File: config.mk
export PLATFORM = sky130hd
export DESIGN_NAME = adc_soc_frame_unpack
export DESIGN_NICKNAME = d
export VERILOG_FILES = /design/src/rtl/adc_soc_frame_unpack.sv
export SDC_FILE = /design/constraint.sdc
export NUM_CORES = 1
export LEC_CHECK = 0
export ABC_AREA = 1
export BUFFER_PORTS_ARGS = -buffer_cell sky130_fd_sc_hd__clkbuf_2
export CAP_MARGIN = 20
export CORE_AREA = 2 2 237 239
export CTS_CLUSTER_DIAMETER = 50
export CTS_CLUSTER_SIZE = 14
export DETAILED_ROUTE_END_ITERATION = 6
export DIE_AREA = 0 0 239 241
export GPL_ROUTABILITY_DRIVEN = 0
export SLEW_MARGIN = 20
export SYNTH_ARGS = -nofsm -noshare
export SYNTH_HDL_FRONTEND = slang
export SYNTH_SLANG_ARGS = --single-unit
File: constraint.sdc
create_clock -name clk -period 1.35 [get_ports clk]
set_input_delay 0.135 -clock clk [delete_from_list [all_inputs] [get_ports clk]]
set_output_delay 0.135 -clock clk [all_outputs]
set_load 0.005 [all_outputs]
File: src/rtl/adc_soc_frame_unpack.sv
// adc_soc_frame_unpack
// Registered unpacker for one ADC frame. Word 0 is the STATUS word and passes
// through untouched. Words 1..8 carry CH0..CH7, each sample held in the low
// BITS_PER_WORD bits and sign-extended to 32 bits. Any words past index 8 are
// spare and never reach an output. One cycle of latency, no backpressure.

module adc_soc_frame_unpack #(
    parameter int BITS_PER_WORD   = 24,
    parameter int WORDS_PER_FRAME = 10
) (
    input  logic                         clk,
    input  logic                         rst_n,
    input  logic                         frame_valid,
    input  logic [32*WORDS_PER_FRAME-1:0] frame_words_packed,
    output logic                         out_valid,
    output logic [31:0]                  status_word,
    output logic [31:0]                  ch0,
    output logic [31:0]                  ch1,
    output logic [31:0]                  ch2,
    output logic [31:0]                  ch3,
    output logic [31:0]                  ch4,
    output logic [31:0]                  ch5,
    output logic [31:0]                  ch6,
    output logic [31:0]                  ch7
);

    localparam int NUM_CH = 8;
    // Unused upper bits of a channel word. Shifting the sample up to bit 31 and
    // arithmetic-shifting it back down both discards them and replicates the
    // sample's sign bit. PAD = 0 (32-bit samples) degenerates to a pass-through.
    localparam int PAD = 32 - BITS_PER_WORD;

    // Reject parameter combinations the unpacker cannot represent.
    if (WORDS_PER_FRAME < 9) begin : g_bad_words_per_frame
        $error("adc_soc_frame_unpack: WORDS_PER_FRAME must be >= 9");
    end
    if (BITS_PER_WORD < 2 || BITS_PER_WORD > 32) begin : g_bad_bits_per_word
        $error("adc_soc_frame_unpack: BITS_PER_WORD must be within 2..32");
    end

    logic [31:0] status_d;
    logic [31:0] status_q;
    logic [31:0] ch_d [NUM_CH];
    logic [31:0] ch_q [NUM_CH];
    logic        valid_q;

    // Slice the frame and sign-extend every channel sample.
    always_comb begin
        // NOTE: every always_comb output is assigned on every path; a missed
        // assignment would infer a latch instead of plain wiring.
        status_d = frame_words_packed[31:0];
        for (int i = 0; i < NUM_CH; i++) begin
            ch_d[i] = $signed(frame_words_packed[32*(i+1) +: 32] << PAD) >>> PAD;
        end
    end

    // Capture a frame when valid, otherwise hold; out_valid follows frame_valid.
    always_ff @(posedge clk or negedge rst_n) begin
        if (!rst_n) begin
            valid_q  <= 1'b0;
            status_q <= '0;
            for (int i = 0; i < NUM_CH; i++) begin
                ch_q[i] <= '0;
            end
        end else begin
            // NOTE: non-blocking assignments for all state, so every register
            // samples the pre-edge values regardless of statement order.
            valid_q <= frame_valid;
            if (frame_valid) begin
                status_q <= status_d;
                for (int i = 0; i < NUM_CH; i++) begin
                    ch_q[i] <= ch_d[i];
                end
            end
        end
    end

    assign out_valid   = valid_q;
    assign status_word = status_q;
    assign ch0         = ch_q[0];
    assign ch1         = ch_q[1];
    assign ch2         = ch_q[2];
    assign ch3         = ch_q[3];
    assign ch4         = ch_q[4];
    assign ch5         = ch_q[5];
    assign ch6         = ch_q[6];
    assign ch7         = ch_q[7];

endmodule

==> out/results.ini, run 1 <==
[outcome]
status = complete, no violations

[yosys]
yosysUniqueCellTypes = 7
syn_nets = 1334
syn_area_mm2 = 0.00901
yosysWarnings = 0
yosysSeqAreaShare_pct = 62.5
ys_seq_elements = 225
syn_avg_cell_area_um2 = 8.91
synthCells = 1011

[route]
drtPass1Iterations = 4
avgRoutedWirePerCell_um = 13.2
num_vias = 8908
ant_nets = 0
vias_per_cell = 3.64
drc = 0
drt-initial-drc-count = 258
routed_wl_mm = 32.4

[critical_path]
worst-r2r-cell-count = 3
required_ns = 1.22
critPathLaunchType = flip-flop
critPathSlowestCell = dfrtp_2
cp.depth = 1
critPathTopFamily = flip-flops
crit_arrival_ns = 1.18
cp_num_buf_inv = 1
critPathMaxFanout = 10
critPathKind = reg2out
critPathCaptureType = output port
path_cells = clkbuf_2
slowest_delay_ns = 0.48

[floorplanning]
io_pins = 612
die_h_um = 241
die_width_um = 239
core_region_area_mm2 = 0.0549
rows = 86
start_util_pct = 16.4
fp.dieArea_mm2 = 0.0576

[grt]
grt_max_degree = 71
antenna_found_initial = 5
globalRouteOverflowTotal = 0
grt_pass1_wl_mm = 47.5
grt_usage_pct = 10.4
grt_pass1_vias = 9086

[cts]
insertion_delay_ns = 0.55
cts_tree = yes
cts.htree.levels = 1
max-clock-path-buffers = 3
ctsRootBufferMaster = clkbuf_16
cts_num_sinks = 225
clk_pin_slew_ns = 0.06
cts_made_buffers = 28
post-cts-setup-buffer-count = 0

[place]
place_ws_ns = 0.238
post-dp-hpwl_mm = 21.3
placed_cell_area_mm2 = 0.0120
port_buffers = 515

[final_layout]
post-route-util_pct = 28.1
final_nets = 2042
layout-drive-gt1-share_pct = 34.8
design_area_mm2 = 0.0154
syn_to_final_growth_pct = 71.2

[run]
cap_violations = 0

[power]
p_leak_nw = 8.55
ir_worst_vdd_mv = 0.746
power.density_mw_per_mm2 = 1200
p_total_mw = 18.5

[timing]
finalHoldViolCount = 0
worst_pin_slew_ns = 0.415
relSlewSlack_pct = 72.3
rsz0062_at_grt = true
slew_viol_final = 0
setup_slack_ns = 0.0353
whs_ns = 0.0153
setup_viol = 0
period_share_pct = 97.4
timing.fmax_mhz = 761
skew_ns = 0
period_minus_slack_ns = 1.31

[worst_hold_path]
hold_class = in2reg
whs_path_depth = 4

## repair_timing
item                       in CTS  in global routing
pin swaps                       0                  0
hold buffers                  244                  0
gates cloned                    0                  1
hold endpoints to repair      450                  0
resized for setup               8                  6
setup endpoints to repair      72                 79
## cell usage in the layout, fill, tap and decap left out, drive strengths merged
cell type / Yosys / final
nand2: 672 / 672
clkbuf: 0 / 544
dlygate4sd3: 0 / 243
dfrtp: 225 / 225
buf: 113 / 36
clkinv: 0 / 6
inv: 1 / 5
bufinv: 0 / 4
clkinvlp: 0 / 4
diode: 0 / 2
## registers in the layout (all words and copies together), names as in the netlist
register,cells
ch4,24
ch5,24
ch2,24
ch1,24
out_valid,1
ch0,24
status_word,32
ch3,24
ch7,24
ch6,24
## cell type report
cell class	instances	area, µm²
Fill cell	5707	39500
Sequential cell	225	5640
Timing Repair Buffer	790	5370
Multi-Input combinational cell	672	2520
Tap cell	704	881
Clock buffer	33	771
Clock inverter	17	200
Inverter	1	30.0
Timing Repair inverter	1	8.76
Antenna cell	2	5.00
## stage by stage
| step | setup TNS (ns) | cells |
|---|---|---|
| floorplan | 0 | 1011 |
| finish | 0 | 2445 |
| detailed placement | 0 | 2149 |
| global placement | 0 | 2149 |
| global route | -0.789 | 2444 |
| CTS | 0 | 2443 |
## final timing paths
kind	from	to	slack [ns]
worst min-delay path	frame_valid	ch1[19]	0.02
min in group asynchronous	rst_n	ch7[10]	0.10
max in group asynchronous	rst_n	ch1[10]	0.65
worst min register to register	ch6[15]	ch6[15]	0.47
worst max register to register	ch1[2]	ch1[2]	0.15
worst max-delay path	ch1[23]	ch1[28]	0.04
## power breakdown
group	internal (mW)	switching, mW
registers	7.35	0.374
clock network	4.69	3.07
logic	1.57	1.42
total	13.6	4.86
## kinds of logic (layout without fill, tap and decap cells)
| family | Yosys count | count (layout) | synth area share [%] |
|---|---|---|---|
| other cells | 0 | 2 | 0 |
| flops | 225 | 225 | 62.5 |
| simple gates | 672 | 672 | 28.0 |
| buf+inv | 114 | 842 | 9.54 |
## cells in the mapped netlist
| cell | number | area share, % |
|---|---|---|
| buf_6 | 18 | 2.2 |
| dfrtp_1 | 225 | 62 |
| buf_8 | 1 | 0.17 |
| inv_4 | 1 | 0.069 |
| nand2_1 | 672 | 28 |
| buf_4 | 66 | 5.5 |
| buf_2 | 28 | 1.6 |
## routing by layer
layer	GRT usage, %	up-vias	routed length [µm]
met2	19.5	388	16300
met3	3.09	73	2570
met1	11.0	4059	12500
li1	-	4384	-
met4	3.88	4	896
met5	0	-	22
(Power assumes the default switching activity.)
==> inputs of run 2 (changes only) <==
Settings changed: ABC_AREA 1 to default, CORE_AREA 2 2 237 239 to 2 2 241 243, DIE_AREA 0 0 239 241 to 0 0 243 245.
==> run 2 against run 1 <==
  * Die area is 3.4% higher
  * Core utilization grew 0.34 points
  * Hold slack better by 0.048 ns
  * Area after synthesis grew 5.2%
  * Clock skew unchanged
  * Cell count is 16% lower
  * Final area rose by 5.2%
  * Sequential share of layout area is 1.8 points lower
  * Global-route usage shrank 0.88 points
  * Critical path type is now reg2reg
  * Critical endpoint is now ch0[5]
==> out/results.ini, run 2 <==
[yosys]
synth.area.top_cells = dfrtp_1, mux2_4, mux2_2
syn_area_mm2 = 0.00948
syn_nets = 861
yosysTopAreaCellShare_pct = 59.4
synth_edf_count = 0
yosysWarnings = 0
synth_ff_type = dfrtp_1
synthCells = 538
synth.most_common_cell = dfrtp_1
synth_commonest_cells = dfrtp_1, mux2_4, buf_4, mux2_2, buf_6
yosys.area.top_type = dfrtp_1
ys_seq_elements = 225
syn_avg_cell_area_um2 = 17.6
async_flop_share_pct = 100
yosysSeqAreaShare_pct = 59.4
yosysUniqueCellTypes = 6

[critical_path]
crit_arrival_ns = 1.73
required_ns = 1.76
critPathCaptureType = flip-flop
worst-r2r-cell-count = 2
critPathMaxFanout = 2
critPathLaunchType = flip-flop
critPathKind = reg2reg

[cts]
clk_pin_slew_ns = 0.05
cts.htree.levels = 2
cts_made_buffers = 35
cts_num_sinks = 225
max-clock-path-buffers = 3
post-cts-setup-buffer-count = 0
insertion_delay_ns = 0.52
cts_tree = yes
ctsRootBufferMaster = clkbuf_16

[final_layout]
post-route-util_pct = 28.5
instances_no_fill = 2055
syn_to_final_growth_pct = 71.2
n_antenna_cell = 0
layout-drive-gt1-share_pct = 65.3
largest_register_ffs = 32
layout_commonest_cell = clkbuf_2
final_nets = 1586
layout_common_cells = clkbuf_2, dlygate4sd3_1, dfrtp_1, mux2_4, mux2_2

[floorplanning]
start_util_pct = 16.6
rows = 88
die_h_um = 245
io_pins = 612
die_width_um = 243
fp.dieArea_mm2 = 0.0595
core_region_area_mm2 = 0.0570

[power]
power_switching_mw = 5.36
combPwrFrac_pct = 16.9
power.share.clock_pct = 44.4
power.density_mw_per_mm2 = 1260
seq_power_share_pct = 38.6
swShare_pct = 26.2
ir_worst_vdd_mv = 0.938
p_leak_nw = 8.10
power.internal_mw = 15.1

[grt]
grt_usage_pct = 9.53
grt_pass1_vias = 8026
grt_pass1_wl_mm = 44.8
antenna_found_initial = 0
grt_max_degree = 49
globalRouteOverflowTotal = 0

[timing]
timing.fmax_mhz = 758
period_minus_slack_ns = 1.32
whs_ns = 0.0629
setup_viol = 0
period_share_pct = 97.7
final.setup.tns_ns = 0
finalHoldViolCount = 0
skew_ns = 0
slew_viol_final = 0
relSlewSlack_pct = 77.1
setup_slack_ns = 0.0310
worst_pin_slew_ns = 0.343
rsz0062_at_grt = false

[worst_hold_path]
hold_class = in2reg
whs_path_depth = 3

[place]
place_ws_ns = 0.208
post-dp-hpwl_mm = 20.0
dp.cells = 1763
port_buffers = 515

[route]
drc = 0
routed_wl_mm = 29.3
avgRoutedWirePerCell_um = 14.3
drtPass1Iterations = 4
ant_nets = 0
vias_per_cell = 3.49
num_vias = 7167
drt-initial-drc-count = 200

[run]
cap_violations = 0

[outcome]
status = complete, no violations

[run 2: cells by family after synthesis]
kind of cell,count (synthesis),share of synthesized area (%)
DFF,225,59.4
muxes,224,33.0
buffers and inverters,89,7.64
[run 2: worst max-delay path, stage by stage (launching register included)]
cell and delay (ns):
dfrtp_1 0.38, mux2_4 0.26, dlygate4sd3_1 0.56
[run 2: final cells by class]
type,instances,area [µm²]
clock buffer,38,908
clock inverter,26,275
fill,5754,40800
multi-input combinational,224,3120
sequential,225,5640
tap,765,957
timing repair buffer,777,5320
[run 2: path summary, 6_finish.rpt]
| kind | from | end | slack (ns) |
|---|---|---|---|
| min in group asynchronous | rst_n | ch5[4] | 0.09 |
| worst min register to register | status_word[10] | status_word[10] | 0.50 |
| worst max-delay path | ch0[5] | ch0[5] | 0.03 |
| worst min-delay path | frame_valid | ch7[5] | 0.06 |
| max in group asynchronous | rst_n | ch4[23] | 0.64 |
| worst max register to register | ch0[5] | ch0[5] | 0.03 |
[run 2: what timing repair did]
action                     CTS  global route
resized for setup            8             0
hold buffers               229             0
hold endpoints to repair   450             0
setup endpoints to repair   72             1
[run 2: routing by layer]
layer / vias up / part of all wire (%) / global-route usage [%]
met5: - / 0 / 0
li1: 3263 / - / -
met3: 78 / 7.9 / 2.85
met4: 0 / 4.0 / 5.05
met1: 3483 / 38 / 10.5
met2: 343 / 50 / 16.6
[run 2: per-stage QoR]
step	total power, mW	instance area (µm²)
after floorplan	9.45	9480
after global placement	10.9	12800
after detailed placement	10.9	12800
after CTS	20.9	16200
after global routing	21.4	16200
final	20.4	16200
[run 2: power by group through the flow]
stage / registers [mW] / logic [mW] / clock network (mW)
floorplan: 7.98 / 1.47 / 0
global placement: 7.97 / 2.91 / 0
detailed placement: 7.99 / 2.94 / 0
CTS: 7.90 / 3.50 / 9.47
global route: 7.98 / 3.73 / 9.73
finish: 7.90 / 3.46 / 9.08
